--- config.mk ---
export PLATFORM = sky130hd
export DESIGN_NAME = shot_controller
export DESIGN_NICKNAME = d
export VERILOG_FILES = /design/src/rtl/shot_controller.sv
export SDC_FILE = /design/constraint.sdc
export NUM_CORES = 1
export LEC_CHECK = 0
export CORE_ASPECT_RATIO = 1.25
export CORE_MARGIN = 2
export CORE_UTILIZATION = 61
export CTS_BUF_LIST = sky130_fd_sc_hd__clkbuf_8
export CTS_CLUSTER_SIZE = 8
export DETAILED_ROUTE_END_ITERATION = 8
export GPL_TIMING_DRIVEN = 1
export HOLD_SLACK_MARGIN = 0.12
export PLACE_DENSITY_LB_ADDON = 0.05
export SKIP_CTS_REPAIR_TIMING = 1
export SLEW_MARGIN = 40
export SYNTH_ARGS = -nofsm -noshare
export SYNTH_HDL_FRONTEND = slang
export SYNTH_SLANG_ARGS = --single-unit
--- constraint.sdc ---
create_clock -name clk -period 7.2 [get_ports clk]
set_input_delay 1.44 -clock clk [delete_from_list [all_inputs] [get_ports clk]]
set_output_delay 1.44 -clock clk [all_outputs]
set_load 0.005 [all_outputs]
--- src/rtl/shot_controller.sv ---
`default_nettype none
// ============================================================================
// Module  : shot_controller
// Brief   : Single-shot sequencer for the duck-hunt pipeline: fire edge,
//           ammo, bullet flight, duck hit test, cooldown and bullet layer.
//           Optional muzzle flash: define SHOT_MUZZLE_FLASH_EN.
// Revision: 1.0 - initial release
// ============================================================================
module shot_controller #(
    parameter int          TICK_DIV       = 50000,
    parameter int          BULLET_STEP    = 4,
    parameter int          BULLET_W       = 4,
    parameter int          BULLET_H       = 8,
    parameter int          MUZZLE_Y       = 434,
    parameter int          BARREL_DX      = 29,
    parameter int          DUCK_W         = 32,
    parameter int          DUCK_H         = 32,
    parameter int          AMMO_MAX       = 3,
    parameter int          COOLDOWN_TICKS = 20,
    parameter int          FLASH_TICKS    = 3,
    parameter logic [5:0]  BULLET_COLOR   = 6'h3F
) (
    input  logic        clk,
    input  logic        reset,
    input  logic [9:0]  hcount,
    input  logic [9:0]  vcount,
    input  logic        fire,
    input  logic        reload,
    input  logic [9:0]  gun_x,
    input  logic [9:0]  duck_x,
    input  logic [9:0]  duck_y,
    input  logic        duck_alive,
    output logic        draw,
    output logic [5:0]  data,
    output logic        hit,
    output logic        miss,
    output logic [2:0]  ammo,
    output logic        busy
);

    localparam int c_TICK_W = (TICK_DIV > 1) ? $clog2(TICK_DIV) : 1;
    localparam int c_CD_W   = (COOLDOWN_TICKS > 1) ? $clog2(COOLDOWN_TICKS) : 1;

    localparam logic [c_TICK_W-1:0] c_TICK_LAST = c_TICK_W'(TICK_DIV - 1);
    localparam logic [c_CD_W-1:0]   c_CD_LAST   = c_CD_W'(COOLDOWN_TICKS - 1);
    localparam logic [2:0]          c_AMMO_MAX  = 3'(AMMO_MAX);
    localparam logic [9:0]          c_LAUNCH_Y  = 10'(MUZZLE_Y - BULLET_H);
    localparam logic [9:0]          c_BARREL_DX = 10'(BARREL_DX);
    localparam logic [9:0]          c_STEP10    = 10'(BULLET_STEP);
    localparam logic [10:0]         c_STEP      = 11'(BULLET_STEP);
    localparam logic [10:0]         c_BW        = 11'(BULLET_W);
    localparam logic [10:0]         c_BH        = 11'(BULLET_H);
    localparam logic [10:0]         c_DW        = 11'(DUCK_W);
    localparam logic [10:0]         c_DH        = 11'(DUCK_H);

    if (AMMO_MAX < 1 || AMMO_MAX > 7 || TICK_DIV < 1 || COOLDOWN_TICKS < 1 ||
        FLASH_TICKS < 1) begin : g_param_check
        $error("shot_controller: parameter out of range");
    end

    typedef enum logic [2:0] {
        S_IDLE     = 3'd0,
        S_FIRE     = 3'd1,
        S_TRAVEL   = 3'd2,
        S_RESULT   = 3'd3,
        S_COOLDOWN = 3'd4
    } state_t;

    state_t                r_state;
    state_t                w_state_next;
    logic [c_TICK_W-1:0]   r_tick_cnt;
    logic [c_CD_W-1:0]     r_cd_cnt;
    logic                  r_fire_sync;
    logic                  r_fire_q;
    logic [2:0]            r_ammo;
    logic [9:0]            r_bx;
    logic [9:0]            r_by;
    logic                  r_hit_flag;
    logic                  r_draw;
    logic [5:0]            r_data;

    logic                  w_tick;
    logic                  w_fire_rise;
    logic                  w_launch;
    logic                  w_reload;
    logic                  w_step;
    logic                  w_decide;
    logic                  w_decide_hit;
    logic                  w_overlap;
    logic                  w_bullet_px;
    logic                  w_pix;
    logic [10:0]           w_bx11;
    logic [10:0]           w_by11;
    logic [10:0]           w_dx11;
    logic [10:0]           w_dy11;
    logic [10:0]           w_hc11;
    logic [10:0]           w_vc11;

    assign w_tick      = (r_tick_cnt == c_TICK_LAST);
    // fire is asynchronous to the frame, so it passes one sync stage first
    assign w_fire_rise = r_fire_sync & ~r_fire_q;

    assign w_bx11 = {1'b0, r_bx};
    assign w_by11 = {1'b0, r_by};
    assign w_dx11 = {1'b0, duck_x};
    assign w_dy11 = {1'b0, duck_y};
    assign w_hc11 = {1'b0, hcount};
    assign w_vc11 = {1'b0, vcount};

    assign w_overlap = (w_bx11 < w_dx11 + c_DW) && (w_dx11 < w_bx11 + c_BW) &&
                       (w_by11 < w_dy11 + c_DH) && (w_dy11 < w_by11 + c_BH);

    assign w_bullet_px = (r_state == S_TRAVEL) &&
                         (w_hc11 >= w_bx11) && (w_hc11 < w_bx11 + c_BW) &&
                         (w_vc11 >= w_by11) && (w_vc11 < w_by11 + c_BH);

`ifdef SHOT_MUZZLE_FLASH_EN
    localparam int c_FL_W = (FLASH_TICKS > 1) ? $clog2(FLASH_TICKS) : 1;
    localparam logic [c_FL_W-1:0] c_FL_LAST = c_FL_W'(FLASH_TICKS - 1);
    localparam logic [10:0]       c_FLASH_Y0 = 11'(MUZZLE_Y - 6);
    localparam logic [10:0]       c_FLASH_Y1 = 11'(MUZZLE_Y - 1);

    logic [c_FL_W-1:0] r_flash_cnt;
    logic [10:0]       w_gx11;
    logic              w_flash_px;

    assign w_gx11     = {1'b0, gun_x};
    assign w_flash_px = (r_state == S_FIRE) &&
                        (w_hc11 >= w_gx11 + 11'd24) && (w_hc11 <= w_gx11 + 11'd38) &&
                        (w_vc11 >= c_FLASH_Y0) && (w_vc11 <= c_FLASH_Y1);
    assign w_pix      = w_bullet_px | w_flash_px;

    always_ff @(posedge clk) begin
        if (reset) begin
            r_flash_cnt <= '0;
        end else if (w_launch) begin
            r_flash_cnt <= '0;
        end else if (r_state == S_FIRE && w_tick) begin
            r_flash_cnt <= r_flash_cnt + 1'b1;
        end
    end
`else
    assign w_pix = w_bullet_px;
`endif

    always_comb begin
        w_state_next = r_state;
        w_launch     = 1'b0;
        w_reload     = 1'b0;
        w_step       = 1'b0;
        w_decide     = 1'b0;
        w_decide_hit = 1'b0;
        case (r_state)
            S_IDLE: begin
                if (reload) begin
                    w_reload = 1'b1;
                end else if (w_fire_rise && r_ammo != 3'd0) begin
                    w_launch     = 1'b1;
                    w_state_next = S_FIRE;
                end
            end
            S_FIRE: begin
`ifdef SHOT_MUZZLE_FLASH_EN
                if (w_tick && r_flash_cnt == c_FL_LAST) begin
                    w_state_next = S_TRAVEL;
                end
`else
                w_state_next = S_TRAVEL;
`endif
            end
            S_TRAVEL: begin
                if (w_tick) begin
                    if (w_overlap && duck_alive) begin
                        w_decide     = 1'b1;
                        w_decide_hit = 1'b1;
                        w_state_next = S_RESULT;
                    end else if (w_by11 < c_STEP) begin
                        w_decide     = 1'b1;
                        w_state_next = S_RESULT;
                    end else begin
                        w_step = 1'b1;
                    end
                end
            end
            S_RESULT: begin
                w_state_next = S_COOLDOWN;
            end
            S_COOLDOWN: begin
                if (w_tick && r_cd_cnt == c_CD_LAST) begin
                    w_state_next = S_IDLE;
                end
            end
            default: begin
                w_state_next = S_IDLE;
            end
        endcase
    end

    always_ff @(posedge clk) begin
        if (reset) begin
            r_state <= S_IDLE;
        end else begin
            r_state <= w_state_next;
        end
    end

    // Tick counter restarts in RESULT so the cooldown spans whole ticks
    always_ff @(posedge clk) begin
        if (reset) begin
            r_tick_cnt <= '0;
        end else if (r_state == S_RESULT || w_tick) begin
            r_tick_cnt <= '0;
        end else begin
            r_tick_cnt <= r_tick_cnt + 1'b1;
        end
    end

    always_ff @(posedge clk) begin
        if (reset) begin
            r_fire_sync <= 1'b0;
            r_fire_q    <= 1'b0;
            r_ammo      <= c_AMMO_MAX;
            r_bx        <= '0;
            r_by        <= '0;
            r_hit_flag  <= 1'b0;
            r_cd_cnt    <= '0;
            r_draw      <= 1'b0;
            r_data      <= '0;
        end else begin
            r_fire_sync <= fire;
            r_fire_q    <= r_fire_sync;
            if (w_reload) begin
                r_ammo <= c_AMMO_MAX;
            end else if (w_launch) begin
                r_ammo <= r_ammo - 3'd1;
            end
            if (w_launch) begin
                r_bx <= gun_x + c_BARREL_DX;
                r_by <= c_LAUNCH_Y;
            end else if (w_step) begin
                r_by <= r_by - c_STEP10;
            end
            if (w_decide) begin
                r_hit_flag <= w_decide_hit;
            end
            if (r_state == S_RESULT) begin
                r_cd_cnt <= '0;
            end else if (r_state == S_COOLDOWN && w_tick) begin
                r_cd_cnt <= r_cd_cnt + 1'b1;
            end
            r_draw <= w_pix;
            r_data <= w_pix ? BULLET_COLOR : 6'd0;
        end
    end

    assign draw = r_draw;
    assign data = r_data;
    assign hit  = (r_state == S_RESULT) &  r_hit_flag;
    assign miss = (r_state == S_RESULT) & ~r_hit_flag;
    assign ammo = r_ammo;
    assign busy = (r_state != S_IDLE);

endmodule
`default_nettype wire

==> results of run 1 <==
## final timing paths
check                              to  slack, ns
min reg2reg  r_tick_cnt[0]$_SDFF_PP0_       0.45
min          r_tick_cnt[0]$_SDFF_PP0_       0.45
max reg2reg      r_by[7]$_SDFFE_PP0P_       4.01
max              r_by[5]$_SDFFE_PP0P_       3.22
## power breakdown
group | leakage [nW] | internal (mW) | switching, mW
logic | 1.65 | 0.0811 | 0.0748
registers | 0.406 | 0.283 | 0.0100
clock network | 0.0472 | 0.0773 | 0.0897
total | 2.10 | 0.442 | 0.175
## area by class of cell
type	instances	share of cell area
clock buffers	6	0.01640
repair buffers	68	0.1337
inverters	46	0.03702
clock inverters	2	0.002484
well taps	90	0.02236
multi-input cells	392	0.5893
flip-flops and latches	50	0.1988
## registers in the layout, summed over array words and instances (netlist names), 3 cells and up
signal,cells
r_tick_cnt,16
r_bx,10
r_by,9
r_cd_cnt,5
ammo,3
r_state,3
## cells in the final DEF, fill, tap and decap left out, drive strengths merged, types with 9 or more instances in the layout
| master | count |
|---|---|
| a211oi | 10 |
| a21o | 11 |
| a21oi | 25 |
| clkdlybuf4s50 | 66 |
| dfxtp | 50 |
| ha | 78 |
| inv | 45 |
| nand2 | 29 |
| nand3 | 21 |
| nand4 | 13 |
| nor2 | 45 |
| nor3 | 9 |
| o211ai | 9 |
| o21ai | 17 |
| xnor2 | 28 |
| xor2 | 16 |
## logic make-up after synthesis
| group | Yosys count |
|---|---|
| AO/OA/AOI/OAI | 105 |
| XOR/XNOR | 44 |
| adder cells (fa/ha/maj) | 78 |
| buffers and inverters | 64 |
| flip-flops | 50 |
| multiplexers | 1 |
| AND/OR/NAND/NOR | 164 |
## metal layers
metal  vias to the layer above  wire length [um]
met5                         -                 0
met4                         0               169
met3                        15               282
met2                        68              4455
met1                      1730              4246
li1                       1918                 -
## per-stage QoR
stage	hold WS, ns	cell area (um2)
after floorplan	0.4132	4278
after global placement	0.4242	4946
after detailed placement	0.4387	4941
after CTS	0.4564	5036
after global routing	0.4775	5036
final	0.4472	5036
## worst max-delay path: stages
cell and delay, ns:
clkdlybuf4s50_1 0.49, ha_1 0.26, xnor2_1 0.17, ha_1 0.26, o21a_1 0.16, o21ai_0 0.19, a32oi_1 0.09, o21ai_0 0.15
o211ai_2 0.20, o21ai_2 0.46, o21ai_1 0.13, a31oi_1 0.19
==> results by group, run 1 <==
Global route
  • First-pass GRT wire length: 15.48 mm
  • Met2 usage: 0.4241
  • Total global routing overflow: 0
  • Met3 Resource Use GR: 0.02695
  • Global Route met1 Usage: 0.3109
  • Gr usage total: 0.2425
  • Busiest grt layer: met2
  • Largest net degree at the start of global routing: 26
  • Initial antenna violation count: 0
  • Vias in the first global route: 3,516

Floorplan
  • Row Count: 34
  • Die extent in x: 78.90 um
  • Initial Util: 0.6207
  • Chip height: 97.63 um
  • Core Area: 6892 um2
  • Io pins: 68
  • Die area: 7703 um2

STA
  • Worst Max-Slew Pin Slew: 0.4890 ns
  • Final Max Slew Viols: 0
  • Fin crit share: 0.5529
  • Final Skew: 0.003603 ns
  • RSZ-0062 raised after global routing: no
  • Setup slack after layout: 3.219 ns
  • Setup TNS Final: 0 ns
  • Peak Freq: 0.2512 GHz
  • Hold Vio Cnt, Final: 0
  • Final critical-path required period: 3.981 ns
  • Setup violators final: 0
  • Headroom to the max-slew limit: 0.6740

Power and ir drop
  • Max VDD drop: 0.1296 mV
  • PwrDens: 122.4 nW/um2
  • Total chip power: 0.6162 mW
  • Leakage: 2.099 nW

Synthesis
  • Cells after synthesis: 506
  • Post-synthesis xor/xnor area fraction: 0.09447
  • Net Count, Synth: 639
  • Post-synth EDFFs: 0
  • Post-Synth Adder-Cell Area: 0.2281
  • Most common cell in the synthesized netlist: ha_1
  • Share of flip-flops with an asynchronous set or reset: 0
  • Syn_area_per_cell: 8.454 um2
  • Register bit count reported by yosys: 50
  • Top FF cell, synth: dfxtp_1
  • Distinct cell type count after synthesis: 69
  • Compound-cell area share of the yosys netlist: 0.1688
  • Netlist Area Pre-Place: 4278 um2
  • Post-Synth Simple-Gate Area: 0.2001
  • Synth cell count leaders: 78 x ha_1, 50 x dfxtp_1, 45 x nor2_1
  • Largest family of logic cells by synthesized area: adder cells
  • Multiplexer share of the synthesized area: 0.002340
  • Top cell type by total area after synthesis: dfxtp_1
  • YS warnings: 0
  • Post-synthesis sequential area ratio: 0.2340
  • Post-synth top area share: 0.2340
  • Main area contributors after synthesis: dfxtp_1 23%, ha_1 23%, xnor2_1 5.5%

Placement
  • Cells after DPL: 646
  • Routability cong.: 0.8810
  • Dpl ws: 2.918 ns
  • Port bufs: 67
  • DP HPWL: 7.536 mm

Clock network
  • Clock-pin slew on the worst setup and hold paths: 0.09 ns
  • H-tree levels: 2
  • CTS Sinks: 50
  • CTS tree: built
  • CTS Buffer Depth: 2
  • CTS Buf Count: 5
  • Clock Tree Root: clkbuf_8
  • Worst skew pair latency: 0.30 ns

Detailed routing
  • Final Routed Wirelength: 9.153 mm
  • Drt drc: 0
  • Via count: 3,731
  • Antenna-violating nets left: 0
  • DRT Pass-1 Iters: 4
  • DR WL/cell: 14.00 um
  • Vias/cell: 5.705
  • Starting DRT DRC Count: 137

Cells and area
  • Layout area overhead: 17.72%
  • Non-Filler Instances: 654
  • N_diodes: 0
  • Finished Core Util: 0.7308
  • # nets final: 696
  • Fillers: 557
  • Layout cell share with drive strength beyond 1: 0.05142
  • FF/Latch Area: 1001 um2
  • Multi-input gate area: 2968 um2

Worst setup path
  • Setup crit start kind: input port
  • Critical path class: input port to flip-flop
  • CP Max Fanout: 13
  • CP arrival: 4.20 ns
  • Crit end category: flip-flop
  • Reg2Reg Launch Point: r_by[3]$_SDFFE_PP0P_
  • CP startpoint: duck_y[5]
  • Reg2Reg Depth: 13
  • Critical Path RT: 7.42 ns

Worst hold path
  • Hold depth: 1
  • Hold path start: r_tick_cnt[0]$_SDFF_PP0_
  • Hold crit path type: flip-flop to flip-flop

Run status
  • Status: complete, no violations

Flow run
  • # Max-Cap Violations: 0
(Power assumes the default switching activity.)
==> run 2: changes to the inputs <==
- CORE_UTILIZATION: 61 -> 51
- clock period: 7.2 -> 3.51 ns (I/O delays scaled with it)
==> run 2 against run 1 <==
- sequential share of layout area shrank 0.34 points
- die area grew 19%
- sequential cell count is the same
- cell count grew 2.1%
- via count is essentially flat
- register-to-register slack lost 3.6 ns
- worst hold slack is essentially flat
- global-route usage shrank 3.4 points
- combinational power grew 110%
- setup slack lost 2.9 ns
- critical path depth grew 1
- critical endpoint is now r_by[7]$_SDFFE_PP0P_
- highest routed layer unchanged
==> results by group, run 2 (synthesis results as in run 1) <==
Floorplan
  • Chip height: 106.4 um (was 97.63 um)
  • Initial Util: 0.5221 (was 0.6207)
  • Io pins: 68 (unchanged)
  • Die area: 9141 um2 (was 7703 um2)
  • Core Area: 8194 um2 (was 6892 um2)
  • Die extent in x: 85.92 um (was 78.90 um)
  • Row Count: 37 (was 34)

Detailed routing
  • DR WL/cell: 13.90 um (was 14.00 um)
  • Antenna-violating nets left: 0 (unchanged)
  • Vias/cell: 5.584 (was 5.705)
  • Final Routed Wirelength: 9.287 mm (was 9.153 mm)
  • Drt drc: 0 (unchanged)
  • Via count: 3,730 (was 3,731)
  • Starting DRT DRC Count: 82 (was 137)
  • DRT Pass-1 Iters: 4 (unchanged)

Cells and area
  • Layout cell share with drive strength beyond 1: 0.06130 (was 0.05142)
  • # nets final: 703 (was 696)
  • Top flop regs: r_tick_cnt (16), r_bx (10), r_by (9) (unchanged)
  • Layout area overhead: 19.77% (was 17.72%)
  • Finished layout cell area: 5124 um2 (was 5036 um2)
  • Biggest register: r_tick_cnt (unchanged)
  • Finished Core Util: 0.6253 (was 0.7308)
  • Commonest cells after routing, fill and taps aside: 78 x ha_1, 67 x clkdlybuf4s50_1, 50 x dfxtp_1, 45 x nor2_1, 44 x inv_1 (was 78 x ha_1, 66 x clkdlybuf4s50_1, 50 x dfxtp_1, 45 x nor2_1, 44 x inv_1)
  • N_diodes: 0 (unchanged)
  • Number of flip-flops in the largest register: 16 (unchanged)
  • Commonest non-fill, non-tap cell in the layout: ha_1 (unchanged)
  • Non-Filler Instances: 668 (was 654)

STA
  • Fin crit share: 0.9175
  • Setup slack after layout: 0.2897 ns (was 3.219 ns)
  • RSZ-0062 raised after global routing: no (unchanged)
  • Worst Max-Slew Pin Slew: 0.4016 ns (was 0.4890 ns)
  • Setup violators final: 0 (unchanged)
  • Setup TNS Final: 0 ns (unchanged)
  • Final Skew: 0.009462 ns (was 0.003603 ns)
  • Hold Vio Cnt, Final: 0 (unchanged)
  • Peak Freq: 0.3105 GHz
  • Worst hold slack: 0.4469 ns (was 0.4472 ns)
  • Headroom to the max-slew limit: 0.7316 (was 0.6740)
  • Final critical-path required period: 3.220 ns
  • Final Max Slew Viols: 0 (unchanged)

Worst setup path
  • Crit end category: flip-flop (unchanged)
  • Setup crit start kind: input port (unchanged)
  • CP Max Fanout: 13 (unchanged)
  • Critical path class: input port to flip-flop (unchanged)
  • Worst path cell trace: clkdlybuf4s50_1 > ha_1 > nand3_1 > xor2_1 > ha_1 > o21ai_0 > a32oi_1 > o21ai_0 > o211ai_2 > o21ai_2 > buf_4 > or4_1 > a31oi_1 (was clkdlybuf4s50_1 > ha_1 > xnor2_1 > ha_1 > o21a_1 > o21ai_0 > a32oi_1 > o21ai_0 > o211ai_2 > o21ai_2 > o21ai_1 > a31oi_1)
  • Critical Path RT: 3.75 ns (was 7.42 ns)
  • Largest stage delay on the critical path: 0.56 ns (was 0.49 ns)
  • CP arrival: 3.46 ns (was 4.20 ns)
  • Buf/Inv on CP: 2 (was 1)
  • CP top delay family: compound AO/OA/AOI/OAI gates (unchanged)
  • Slowest CP cell: clkdlybuf4s50_1 (unchanged)

Global route
  • Total global routing overflow: 0 (unchanged)
  • First-pass GRT wire length: 15.88 mm (was 15.48 mm)
  • Vias in the first global route: 3,553 (was 3,516)
  • Initial antenna violation count: 0 (unchanged)
  • Gr usage total: 0.2088 (was 0.2425)
  • Largest net degree at the start of global routing: 25 (was 26)

Power and ir drop
  • PwrDens: 262.7 nW/um2 (was 122.4 nW/um2)
  • Sw Ratio: 0.2800 (was 0.2832)
  • Leakage: 2.146 nW (was 2.099 nW)
  • Clock share of power: 0.312 (was 0.271)
  • Psw: 0.3770 mW (was 0.1745 mW)
  • Internal cell power: 0.9691 mW (was 0.4417 mW)
  • Reg power frac: 0.445 (was 0.476)
  • Max VDD drop: 0.3367 mV (was 0.1296 mV)
  • Total chip power: 1.346 mW (was 0.6162 mW)
  • Combinational power share: 0.243 (was 0.253)

Clock network
  • CTS Sinks: 50 (unchanged)
  • CTS Buffer Depth: 2 (unchanged)
  • CTS Buf Count: 5 (unchanged)
  • H-tree levels: 2 (unchanged)
  • Clock-pin slew on the worst setup and hold paths: 0.10 ns (was 0.09 ns)
  • CTS tree: built (unchanged)
  • Clock Tree Root: clkbuf_8 (unchanged)
  • Worst skew pair latency: 0.31 ns (was 0.30 ns)

Run status
  • Status: complete, no violations (unchanged)

Placement
  • Dpl ws: -0.05655 ns (was 2.918 ns)
  • Port bufs: 67 (unchanged)
  • Post-DP Area: 5007 um2 (was 4941 um2)
  • Routability cong.: 0.8803 (was 0.8810)
  • DP HPWL: 7.584 mm (was 7.536 mm)
  • Cells after DPL: 660 (was 646)

Worst hold path
  • Hold crit path type: flip-flop to flip-flop (unchanged)

Flow run
  • # Max-Cap Violations: 0 (unchanged)
==> run 2: cell types whose count changed in the layout (fill, tap and decap cells not counted), sizes merged <==
cell,before,now
buf,2,8
inv,45,47
bufinv,1,2
clkbuf,6,5
clkdlybuf4s50,66,67
clkinv,1,0
clkinvlp,1,0
==> run 2: cell type report <==
class	instances	area, um2
clock buffers	5	68.82
clock inverters	3	47.55
fillers	754	3070
inverters	46	186.4
multi-input cells	392	2968
flip-flops and latches	50	1001
well taps	97	121.4
repair buffers	75	730.7
==> run 2: layer usage <==
metal / vias to the layer above / GRT usage / share of wire / routed length [um]
met1: 1724 / 0.2758 / 0.47 / 4322
li1: 1918 / - / - / -
met5: - / 0 / 0 / 0
met2: 80 / 0.3594 / 0.48 / 4469
met3: 8 / 0.02717 / 0.043 / 396
met4: 0 / 0.04649 / 0.011 / 98
==> run 2: power groups by stage <==
stage                     Clock, mW  Combinational (mW)  Sequential, mW
after floorplan                   0               0.201           0.606
after global placement            0               0.318           0.611
after detailed placement          0               0.327           0.612
after CTS                     0.429               0.330           0.599
after global routing          0.455               0.371           0.601
final                         0.420               0.327           0.599
==> run 2: final timing paths <==
check | depth (start not counted) | endpoint | slack, ns | start
worst max-delay path | 13 | r_by[7]$_SDFFE_PP0P_ | 0.29 | duck_y[5]
worst min-delay path | 1 | r_tick_cnt[0]$_SDFF_PP0_ | 0.45 | r_tick_cnt[0]$_SDFF_PP0_
worst max register to register | 14 | r_by[7]$_SDFFE_PP0P_ | 0.45 | r_by[4]$_SDFFE_PP0P_
worst min register to register | 1 | r_tick_cnt[0]$_SDFF_PP0_ | 0.45 | r_tick_cnt[0]$_SDFF_PP0_
